===== src/rtl/sreg_ctrl_pkg.sv =====
// Shared types and helpers for the serial shift-register load controller.
// Imported by the controller and by its testbench.
package sreg_ctrl_pkg;

    typedef enum logic {IDLE, SHIFT} ctrl_state_t;

    // Bits needed to index a frame of 'width' bits; never less than 1.
    function automatic int clog2w(input int width);
        int n;
        n = 1;
        while ((1 << n) < width) n = n + 1;
        return n;
    endfunction

endpackage


===== src/rtl/sreg_load_ctrl_if.sv =====
// Parallel-in handshake and serial-out strobe bundle for sreg_load_ctrl.
// The source side drives through 'master'; the controller uses 'slave'.
interface sreg_load_ctrl_if #(
    parameter int WIDTH = 4,
    parameter int DIV_W = 8
);
    logic             in_valid;
    logic             in_ready;
    logic [WIDTH-1:0] in_data;
    logic             msb_first;
    logic [DIV_W-1:0] div;
    logic             abort;
    logic             ser_out;
    logic             ser_en;
    logic             busy;
    logic             done;

    modport master (
        output in_valid, in_data, msb_first, div, abort,
        input  in_ready, ser_out, ser_en, busy, done
    );

    modport slave (
        input  in_valid, in_data, msb_first, div, abort,
        output in_ready, ser_out, ser_en, busy, done
    );
endinterface


===== src/rtl/bit_timer.sv =====
// Bit-period timer: counts clk cycles within one serial bit period of div_q+1 cycles.
// 'first' is a registered flag high during the first cycle of each period.
module bit_timer #(
    parameter int DIV_W = 8
) (
    input  logic             clk,
    input  logic             rst,
    input  logic             start,
    input  logic [DIV_W-1:0] div_q,
    output logic             tick,
    output logic             first
);

    logic [DIV_W-1:0] tick_cnt;

    assign tick = (tick_cnt == div_q);

    // The count parks at div_q when no new period is requested, so it never wraps.
    always_ff @(posedge clk) begin
        if (rst) begin
            tick_cnt <= '0;
            first    <= 1'b0;
        end else if (start) begin
            tick_cnt <= '0;
            first    <= 1'b1;
        end else begin
            first <= 1'b0;
            if (!tick) tick_cnt <= tick_cnt + 1'b1;
        end
    end

endmodule


===== src/rtl/sreg_load_ctrl.sv =====
// Accepts a parallel word over valid/ready and streams it bit by bit on ser_out,
// with a ser_en strobe at the start of each programmable-length bit period.
module sreg_load_ctrl
    import sreg_ctrl_pkg::*;
#(
    parameter int WIDTH = 4,
    parameter int DIV_W = 8
) (
    input logic           clk,
    input logic           rst,
    sreg_load_ctrl_if.slave bus
);

    localparam int             BCW      = clog2w(WIDTH);
    localparam logic [BCW-1:0] LAST_BIT = BCW'(WIDTH - 1);

    ctrl_state_t      state;
    logic [BCW-1:0]   bit_cnt;
    logic [WIDTH-1:0] data_q;
    logic             msb_q;
    logic [DIV_W-1:0] div_q;
    logic             ser_out_q;
    logic             busy_q;
    logic             done_q;
    logic             ser_en_q;
    logic             in_ready_c;
    logic             accept;
    logic             last_bit;
    logic             tick;
    logic             start;

    function automatic logic pick_bit(input logic [WIDTH-1:0] word,
                                      input logic             msb,
                                      input logic [BCW-1:0]   k);
        logic [BCW-1:0] idx;
        idx = msb ? (LAST_BIT - k) : k;
        return word[idx];
    endfunction

    assign in_ready_c = (state == IDLE) && !bus.abort;
    assign accept     = bus.in_valid && in_ready_c;
    assign last_bit   = (bit_cnt == LAST_BIT);
    // A new bit period begins at accept or at the end of every bit except the last.
    assign start      = accept || ((state == SHIFT) && !bus.abort && tick && !last_bit);

    bit_timer #(
        .DIV_W(DIV_W)
    ) u_bit_timer (
        .clk  (clk),
        .rst  (rst),
        .start(start),
        .div_q(div_q),
        .tick (tick),
        .first(ser_en_q)
    );

    // Frame settings are frozen at accept; later input changes cannot disturb a frame.
    always_ff @(posedge clk) begin
        if (accept) begin
            data_q <= bus.in_data;
            msb_q  <= bus.msb_first;
            div_q  <= bus.div;
        end
    end

    always_ff @(posedge clk) begin
        if (rst) begin
            state     <= IDLE;
            bit_cnt   <= '0;
            ser_out_q <= 1'b0;
            busy_q    <= 1'b0;
            done_q    <= 1'b0;
        end else begin
            done_q <= 1'b0;
            case (state)
                IDLE: begin
                    if (accept) begin
                        state     <= SHIFT;
                        bit_cnt   <= '0;
                        busy_q    <= 1'b1;
                        ser_out_q <= pick_bit(bus.in_data, bus.msb_first, '0);
                    end
                end
                SHIFT: begin
                    if (bus.abort) begin
                        state     <= IDLE;
                        busy_q    <= 1'b0;
                        ser_out_q <= 1'b0;
                    end else if (tick) begin
                        if (last_bit) begin
                            state     <= IDLE;
                            busy_q    <= 1'b0;
                            ser_out_q <= 1'b0;
                            done_q    <= 1'b1;
                        end else begin
                            bit_cnt   <= bit_cnt + 1'b1;
                            ser_out_q <= pick_bit(data_q, msb_q, bit_cnt + 1'b1);
                        end
                    end
                end
            endcase
        end
    end

    assign bus.in_ready = in_ready_c;
    assign bus.ser_out  = ser_out_q;
    assign bus.ser_en   = ser_en_q;
    assign bus.busy     = busy_q;
    assign bus.done     = done_q;

endmodule


===== src/flat_wrapper.sv =====
// flat-port wrapper written by rule: the top's interface ports become plain ports
module sreg_load_ctrl_flat import sreg_ctrl_pkg::*;
#(
    parameter int WIDTH = 4,
    parameter int DIV_W = 8
)
  (clk, rst, bus_in_valid, bus_in_data, bus_msb_first, bus_div, bus_abort, bus_in_ready, bus_ser_out, bus_ser_en, bus_busy, bus_done);
  sreg_load_ctrl_if #(.WIDTH(WIDTH), .DIV_W(DIV_W)) bus_i ();
  input logic clk;
  input logic rst;
  input wire logic [$bits(bus_i.in_valid)-1:0] bus_in_valid;
  input wire logic [$bits(bus_i.in_data)-1:0] bus_in_data;
  input wire logic [$bits(bus_i.msb_first)-1:0] bus_msb_first;
  input wire logic [$bits(bus_i.div)-1:0] bus_div;
  input wire logic [$bits(bus_i.abort)-1:0] bus_abort;
  output wire logic [$bits(bus_i.in_ready)-1:0] bus_in_ready;
  output wire logic [$bits(bus_i.ser_out)-1:0] bus_ser_out;
  output wire logic [$bits(bus_i.ser_en)-1:0] bus_ser_en;
  output wire logic [$bits(bus_i.busy)-1:0] bus_busy;
  output wire logic [$bits(bus_i.done)-1:0] bus_done;
  assign bus_i.in_valid = bus_in_valid;
  assign bus_i.in_data = bus_in_data;
  assign bus_i.msb_first = bus_msb_first;
  assign bus_i.div = bus_div;
  assign bus_i.abort = bus_abort;
  assign bus_in_ready = bus_i.in_ready;
  assign bus_ser_out = bus_i.ser_out;
  assign bus_ser_en = bus_i.ser_en;
  assign bus_busy = bus_i.busy;
  assign bus_done = bus_i.done;
  sreg_load_ctrl #(.WIDTH(WIDTH), .DIV_W(DIV_W)) u_core (.clk(clk), .rst(rst), .bus(bus_i));
endmodule

===== config.mk =====
export PLATFORM = sky130hd
export DESIGN_NAME = sreg_load_ctrl_flat
export DESIGN_NICKNAME = d
export VERILOG_FILES = /design/src/rtl/sreg_ctrl_pkg.sv /design/src/rtl/sreg_load_ctrl_if.sv /design/src/rtl/bit_timer.sv /design/src/rtl/sreg_load_ctrl.sv /design/src/flat_wrapper.sv
export SDC_FILE = /design/constraint.sdc
export NUM_CORES = 1
export LEC_CHECK = 0
export BUFFER_PORTS_ARGS = -buffer_cell sky130_fd_sc_hd__buf_4
export CAP_MARGIN = 20
export CELL_PAD_IN_SITES_DETAIL_PLACEMENT = 1
export CELL_PAD_IN_SITES_GLOBAL_PLACEMENT = 2
export CORE_UTILIZATION = 38
export CTS_CLUSTER_DIAMETER = 60
export DETAILED_ROUTE_END_ITERATION = 8
export GPL_TIMING_DRIVEN = 0
export HOLD_SLACK_MARGIN = 0.1
export PLACE_DENSITY = 0.86
export SETUP_SLACK_MARGIN = 0.05
export SYNTH_ARGS = -nofsm -noshare
export SYNTH_HDL_FRONTEND = slang
export SYNTH_SLANG_ARGS = --single-unit

===== constraint.sdc =====
create_clock -name clk -period 4.6 [get_ports clk]
set_clock_uncertainty 0.05 [all_clocks]
set_input_delay 0.46 -clock clk [delete_from_list [all_inputs] [get_ports clk]]
set_output_delay 0.46 -clock clk [all_outputs]
set_load 0.01 [all_outputs]

# After elaboration in Yosys (flattened, before gate mapping)
# Cells that the tools add are included.
# totals
ff_bits,28
latchBits,0
ramBits,0
mem_bits_ro,0
mem_count,0
# classes
add_sub_neg,3
n_mul,0
div_mod_pow,0
magnitude_cmp,2
n_eq_ne,8
n_shift,0
muxes,28
bitwise,2
reduce_logical,13
# op_table
operator,n
$mux W1,16
$mux W2,6
$add A8 B1 Y8 const B,1
$eq A8 B8 Y1,1
$lt A2 B3 Y1 const B,2
$ne A2 B2 Y1 const B,3
$ne A3 B3 Y1 const B,2
$pmux W1 S2,3
$logic_and A1 B1 Y1,5
$bmux W1 S2,2
$pmux W2 S2,1
$reduce_and A4 Y1,1
$reduce_or A4 Y1,1
$reduce_and A3 Y1,1
$add A2 B1 Y2 const B,1
$eq A2 B2 Y1 const B,1
$logic_not A1 Y1,2
$ne A2 B1 Y1 const B,1
$not A1 Y1,2
$reduce_and A2 Y1,1
$reduce_or A2 Y1,1
$sub A2 B2 Y2 const A,1
$logic_or A1 B1 Y1,1

# Depth between registers and ports, before layout
# Gate-level depths: netlist (run 1).
# logic_depth
depth_word,9
depth_mapped,7
mapped_depth_nobuf,5

# Cells and area by module
# From an unflattened synthesis (run 1), not the netlist that was laid out.
# hier_totals
hier_cells,122
area_unflattened_um2,1335.0
# by_module_without_submodules
mod,n_inst,cells_each,area_each_um2,seq_area_each_um2
sreg_load_ctrl,1,57,775.7,510.5
bit_timer,1,65,559.3,180.2

# Worst setup path after synthesis (run 1)
# Ideal clock, no wire load.
# synth_path
kind,register -> register
startpoint,reg u_core.u_bit_timer.tick_cnt[0]
endpoint,reg u_core.bit_cnt[0]
t_arrival_ps,1607
t_required_ps,4433
slack_ps,2825
path_stages_with_launch,8
synth_period_minus_slack_ps,1775
path_cell_list,dfxtp_1 xor2_1 nor4_2 and2_1 buf_6 buf_6 a21oi_1 a32o_1
# synth_via
elab_chain_cells,3
# synth_lines
item,line,source
"start, declared",bit_timer.sv:14,logic [DIV_W-1:0] tick_cnt;
"start signal, assigned",bit_timer.sv:28,if (!tick) tick_cnt <= tick_cnt + 1'b1;
$eq A8 B8 Y1,bit_timer.sv:16,assign tick = (tick_cnt == div_q);
$ne A2 B2 Y1 (no source line),-,
$reduce_and A4 Y1 (no source line),-,
"end signal, assigned",sreg_load_ctrl.sv:96,bit_cnt <= bit_cnt + 1'b1;
"end, declared",sreg_load_ctrl.sv:18,logic [BCW-1:0] bit_cnt;
# Every way passes these cells.
# A chain may end at the register's enable or synchronous reset.

# Worst setup path in the final report (run 1)
# Ends and elaborated chain as after synthesis.

==> summary.md, run 1 <==
| Metric | Value |
|---|---|
| Reg power frac | between 60% and 70% |
| Register area share after synthesis | 54.7% |
| Fin cells | ~180 |
| Cts bufs inserted | 3 |
| Min cycle time layout | 2.09 ns |
| Drt initial violations | 22 |
| Setup violation total in the final timing report | 0 |
| IO Pins | 22 |
| Hold_buf cts | 0 |
| Synth cell types | 33 |
| DRC violation count after routing | 0 |
| Clock share of power | 30.1% |
| Fmax | between 400 and 500 MHz |
| Max Slew Vio Count | 0 |
| Worst Setup Start Kind | flip-flop |
| Combinational power share | roughly a tenth |
| Max FO, Critical Path | 10 |
| Post-CTS Setup Bufs | 0 |
| Avg WL per Cell | roughly 14 microns |
| Commonest non-fill, non-tap cell in the layout | buf_4 |
| Yosys warns | 0 |
| Synth Area per Inst | 11.6 sq um |
| Detail Route Antenna Nets | 0 |
| Fin Setup TNS | 0 ns |
| Post-DP HPWL | approximately 1800 microns |
| Worst-Margin Slew | ~0.56 ns |
| P_leak | ~0.60 nW |
| Largest net degree at the start of global routing | 17 |
| WL final | approximately 2500 microns |
| Row cnt | 20 |
| Clock root buffer | clkbuf_4 |
| Clock buffer depth | 2 |
| Clk pin slew, worst setup/hold paths | about 0.16 ns |
| Via-to-Cell Ratio | 5.07 |
| Synth area leader | edfxtp_1 |
| P&R area growth vs syn | 20.0% |
| Final cycle utilization of the critical path | a little under half |
| Critical path required time | about 4.8 ns |
| CTS tree | built |
| Core Footprint | about 3100 sq um |
| Clock Sinks | 28 |
| DIE WIDTH | just under 60 microns |
| H-tree depth | 1 |
| Power Density | slightly above 300 nW/um^2 |
| Drt first pass iters | 4 |
| Nets@finish | 153 |
| Max IR drop VDD | ~0.18 mV |
| GP Congestion | about 0.74 |
| Die ar. | around 3600 sq um |
| Overall routing resource usage | 16.7% |
| Buffers on Ports | 20 |
| Data arrival, critical path | around 2.3 ns |
| Max cap viols | 0 |
| Post-synth top area share | a little under a third |
| RSZ-0062 raised after global routing | no |
| Critical path class | reg2reg |
| Ant diodes | 0 |
| First-pass GRT wire length | between 4000 and 5000 microns |
| Critical Path Sink Type | flip-flop |
| Hold Path Class | in2reg |
| Number of synthesized register bits | 28 |
| Post-synthesis cell area | about 1300 sq um |
| Slew margin rel. | 62.9% |
| Share of layout cells above drive strength 1 | 23.3% |
| Gate Count Post-Synth | around 110 |
| Switching power | a little over 0.1 mW |
| Fin. Hold Viols | 0 |
| Cell Count Post-Placement | between 150 and 200 |
| Post-cts sizing count | 0 |
| Vias in the first global route | 943 |
| Outcome | complete, no violations |
| Vias | 898 |
| Die H | just under 60 microns |
| Most frequent cells in the layout | buf_4, dfxtp_1, edfxtp_1 |
| Grt total ovfl | 0 |
| Sw frac | about 22% |
| Synth area leaders | edfxtp_1, dfxtp_1, xor2_1, a21oi_1, mux4_2 |
| Starting density of the core | between 40% and 50% |
| Clock Latency Late Sink | 0.33 ns |
| Net Count, Synth | about 130 |
| Internal | between 0.3 and 0.4 mW |
| Initial antenna violation count | 0 |
[state kept, by name, indices dropped and copies added (netlist names)]
name and flops:
u_core.div_q 8, u_core.u_bit_timer.tick_cnt 8, u_core.data_q 4, u_core.bit_cnt 2, u_core.bus.busy 1, u_core.bus.done 1, u_core.bus.ser_out 1, u_core.msb_q 1
u_core.state 1, u_core.u_bit_timer.first 1
[critical path, cell delays in order, from the launching register on]
cell and delay, ns:
dfxtp_1 0.51, xor2_1 0.15, nor4_2 0.49, and2_1 0.22, buf_6 0.12, buf_6 0.14
a21oi_1 0.09, a32o_1 0.24
[final timing paths]
| path | slack (ns) | from | cells past startpoint | to |
|---|---|---|---|---|
| worst max register to register | 2.51 | u_core.u_bit_timer.tick_cnt[0]$_SDFFE_PP0P_ | 7 | u_core.bit_cnt[0]$_SDFFE_PP0P_ |
| worst max-delay path | 2.51 | u_core.u_bit_timer.tick_cnt[0]$_SDFFE_PP0P_ | 7 | u_core.bit_cnt[0]$_SDFFE_PP0P_ |
| worst min-delay path | 0.24 | bus_in_data[2] | 1 | u_core.data_q[2]$_DFFE_PP_ |
| worst min register to register | 0.47 | u_core.u_bit_timer.tick_cnt[7]$_SDFFE_PP0P_ | 2 | u_core.u_bit_timer.tick_cnt[7]$_SDFFE_PP0P_ |
[power groups by stage]
stage,Sequential [mW],Clock (mW),Combinational (mW)
after global placement,0.284,0,0.0422
after detailed placement,0.285,0,0.0439
final,0.280,0.139,0.0436
after floorplan,0.283,0,0.0234
after global routing,0.281,0.153,0.0495
after CTS,0.280,0.143,0.0444
[kinds of logic (layout without fill, tap and decap cells)]
kind of cell	count (synthesis)	in the layout	share of synthesized area [%]
mux	5	5	6.05
compound gates	22	22	11.2
xor+xnor	13	13	9.02
fa+ha+maj	2	2	1.98
simple gates	33	33	14.1
flops	28	28	54.7
buf+inv	6	30	2.97
[layout make-up]
class,instances,area (sq um)
clock buffers,4,47.5
inverters,3,11.3
plain buffers,3,26.3
flip-flops and latches,28,691
fillers,351,1590
multi-input cells,75,534
repair buffers,20,150
well taps,44,55.1
[metrics by stage]
step                worst slack [ns]  utilization (%)  power (mW)  hold WS (ns)  cell area [sq um]
floorplan                       2.83                -       0.307         0.414               1260
global placement                2.62             47.3       0.326         0.436               1470
detailed placement              2.55             47.3       0.329         0.447               1470
CTS                             2.49             48.8       0.467         0.233               1520
global route                    2.36             48.8       0.483         0.217               1520
finish                          2.51             48.8       0.462         0.238               1520
[cell usage after synthesis]
cell type	instances
nand3_1	1
nor2_1	11
buf_6	2
a32o_1	1
mux2_2	1
a21oi_1	11
dfxtp_1	15
a21o_1	1
edfxtp_1	13
o41ai_1	1
nor2b_1	2
ha_1	2
nand2b_1	1
a211o_1	2
o21ai_1	1
nor3_1	1
o31ai_1	1
nand2_1	6
inv_1	3
mux4_2	2
o21ba_1	1
and2_1	2
or4_1	1
xnor2_1	4
or3_1	2
a31oi_1	2
and4_1	1
xor2_1	9
a21boi_0	1
nand4_1	3
mux2i_1	2
nor4_2	2
buf_1	1
[routing by layer]
metal | up-vias | share of wire, % | global-route usage (%)
li1 | 443 | - | -
met1 | 424 | 45 | 21.2
met2 | 23 | 47 | 27.0
met3 | 8 | 4.4 | 3.71
met4 | 0 | 3.0 | 7.64
met5 | - | 0 | 0
No activity file was read; power rests on OpenSTA's default activity.
==> run 2: changes to the inputs <==
Settings changed: CORE_UTILIZATION 38 to 35, PLACE_DENSITY 0.86 to 0.8.
Clock period 4.6 ns to 2 ns, I/O delays scaled along.
==> run 2 against run 1 <==
  * Combinational power rose to 3.1 times the previous value
  * Register-to-register slack worse by 2.4 ns
  * Sequential cell count unchanged
  * Count of clock-buffer cells in the layout did not move
  * First-iteration DRC count is 100% higher
  * Largest power group unchanged
==> summary.md, run 2 (synthesis results as in run 1) <==
| Metric | Value |
|---|---|
| Final Hold Slack | 0.177 ns (-0.0610 ns) |
| Core Footprint | 3390 sq um (+9.2%) |
| Drt first pass iters | 4 (unchanged) |
| Worst Setup Start Kind | flip-flop |
| Setup violation total in the final timing report | 0 (unchanged) |
| DRC violation count after routing | 0 (unchanged) |
| Avg WL per Cell | 14.0 microns (-1.1%) |
| Total power | 1.06 mW (+130%) |
| Die H | 62.1 microns (+4.1%) |
| Seq. cell area | 693 sq um (+0.36%) |
| Outcome | complete, no violations |
| RR Startpoint | u_core.div_q[4]$_DFFE_PP_ |
| Biggest regs | u_core.div_q (8), u_core.u_bit_timer.tick_cnt (8), u_core.data_q (4) |
| Row cnt | 21 (+5.0%) |
| DIE WIDTH | 62.1 microns (+4.1%) |
| Met2 wire len | 1410 microns (+19%) |
| Post-DP HPWL | 1830 microns (+0.86%) |
| H-tree depth | 1 (unchanged) |
| IO Pins | 22 (unchanged) |
| Vias in the first global route | 958 (+1.6%) |
| First-pass GRT wire length | 4300 microns (unchanged) |
| Worst reg-to-reg path cell count | 7 (unchanged) |
| Max IR drop VDD | 0.454 mV (+160%) |
| DRT met1 WL | 1250 microns (+10%) |
| Max Slew Vio Count | 0 (unchanged) |
| Commonest non-fill, non-tap cell in the layout | buf_4 |
| Clock Latency Late Sink | 0.33 ns (about the same) |
| Reg2Reg Setup Slack | 0.1 ns (-2.41 ns) |
| Highest Signal Layer | met4 |
| Min cycle time layout | 1.90 ns (-0.192 ns) |
| Final cycle utilization of the critical path | 95.0% (+50 points) |
| Max FO, Critical Path | 10 (unchanged) |
| Share of layout cells above drive strength 1 | 26.3% (+3.0 points) |
| Slew margin rel. | 73.0% (+10 points) |
| Placed Area | 1470 sq um (+0.17%) |
| Initial antenna violation count | 0 (unchanged) |
| GP Congestion | 0.686 (-7.0%) |
| Reg power frac | 60.6% (about the same) |
| Max cap viols | 0 (unchanged) |
| Critical Path Sink Type | flip-flop |
| Clk pin slew, worst setup/hold paths | 0.16 ns (about the same) |
| Sw frac | 23.4% (+1.3 points) |
| RSZ-0062 raised after global routing | yes |
| Vias | 967 (+7.7%) |
| Ant diodes | 0 (unchanged) |
| Power Density | 620 nW/um^2 (+100%) |
| FILL cells | 375 (+6.8%) |
| Clock share of power | 26.5% (-3.6 points) |
| Die ar. | 3850 sq um (+8.3%) |
| CTS tree | built |
| Worst-Margin Slew | 0.405 ns (-0.151 ns) |
| Combinational power share | 12.9% (+3.5 points) |
| Largest net degree at the start of global routing | 16 (-1) |
| WL final | 2780 microns (+11%) |
| Cts bufs inserted | 3 (unchanged) |
| Most frequent cells in the layout | buf_4, dlygate4sd3_1, dfxtp_1, edfxtp_1 |
| P_leak | 0.678 nW (+13%) |
| Clock buffer depth | 2 (unchanged) |
| Internal | 0.812 mW (+130%) |
| P&R area growth vs syn | 35.5% |
| Via-to-Cell Ratio | 4.88 (-3.7%) |
| CP endpoint | u_core.bit_cnt[0]$_SDFFE_PP0P_ |
| Cell area after layout | 1710 sq um (+13%) |
| Overall routing resource usage | 16.0% (-0.72 points) |
| Grt total ovfl | 0 (unchanged) |
| Buffers on Ports | 20 (unchanged) |
| Hold Path Class | in2reg |
| Fin. Hold Viols | 0 (unchanged) |
| Critical path class | reg2reg |
| Starting density of the core | 37.2% (-3.4 points) |
| Switching power | 0.248 mW (+140%) |
| Clock Sinks | 28 (unchanged) |
| Multi-input logic area | 554 sq um (+3.7%) |
| Data arrival, critical path | 2.10 ns (-0.19 ns) |
| Crit path launch | u_core.div_q[4]$_DFFE_PP_ |
| Nets@finish | 172 (+12%) |
| Critical path required time | 2.20 ns (-2.60 ns) |
| R2r endpoint | u_core.bit_cnt[0]$_SDFFE_PP0P_ |
| Routed wl met3 | 79 microns (-29%) |
| Clock root buffer | clkbuf_4 |
| Detail Route Antenna Nets | 0 (unchanged) |
| Drt initial violations | 44 (+100%) |
| Fmax | 526 MHz (+10%) |
==> run 2: power by group through the flow <==
stage          registers (mW)  clock network (mW)  logic, mW
5_1_grt                 0.646               0.312      0.151
2_1_floorplan           0.651                   0     0.0537
4_1_cts                 0.643               0.290      0.129
3_3_place_gp            0.653                   0     0.0980
3_5_place_dp            0.655                   0      0.101
6_report                0.642               0.281      0.137
==> run 2: layout make-up <==
class                   count  share of cell area [%]
plain buffers               3                    1.54
inverters                   3                   0.878
well taps                  46                    3.37
multi-input cells          75                    32.4
flip-flops and latches     28                    40.5
repair buffers             39                    19.2
clock buffers               4                    2.12
==> run 2: per-layer routing <==
layer  up-vias  GRT usage [%]
met5         -              0
li1        481              -
met2        19           26.3
met3         4           3.11
met4         0           5.71
met1       463           20.9
==> run 2: worst max-delay path, stage by stage (launching register included) <==
cell      delay [ns]
edfxtp_1        0.41
xor2_1          0.18
nor4_4          0.41
and2_4          0.21
buf_6           0.12
buf_6           0.14
a21oi_1         0.09
a32o_1          0.22
==> run 2: timing repair <==
item                                   4_1_cts  5_1_grt
hold buffers                                14        0
buffers inserted                             0        5
pin swaps                                    0        1
endpoints found under the hold margin       14        0
resized for setup                            3        3
setup endpoints to repair                   10       11
==> run 2: worst min path at each step <==
stage | start | end | slack [ns] | cells after the start
2_1_floorplan | bus_in_data[0] | u_core.data_q[0]$_DFFE_PP_ | 0.25 | 0
3_3_place_gp | bus_div[3] | u_core.div_q[3]$_DFFE_PP_ | 0.33 | 1
3_5_place_dp | bus_div[3] | u_core.div_q[3]$_DFFE_PP_ | 0.33 | 1
4_1_cts | rst | u_core.u_bit_timer.first$_SDFF_PP0_ | 0.17 | 2
5_1_grt | rst | u_core.u_bit_timer.first$_SDFF_PP0_ | 0.20 | 2
6_report | rst | u_core.u_bit_timer.first$_SDFF_PP0_ | 0.18 | 2
==> run 2: stage by stage <==
step | utilization (%) | setup WS, ns | cells | setup TNS (ns)
2_1_floorplan | - | 0.225 | 109 | 0
3_3_place_gp | 43.4 | -0.000585 | 175 | -0.000585
3_5_place_dp | 43.4 | -0.0163 | 175 | -0.0163
4_1_cts | 49.1 | 0.0588 | 193 | 0
5_1_grt | 50.5 | -0.00189 | 198 | -0.00189
6_report | 50.5 | 0.0992 | 198 | 0
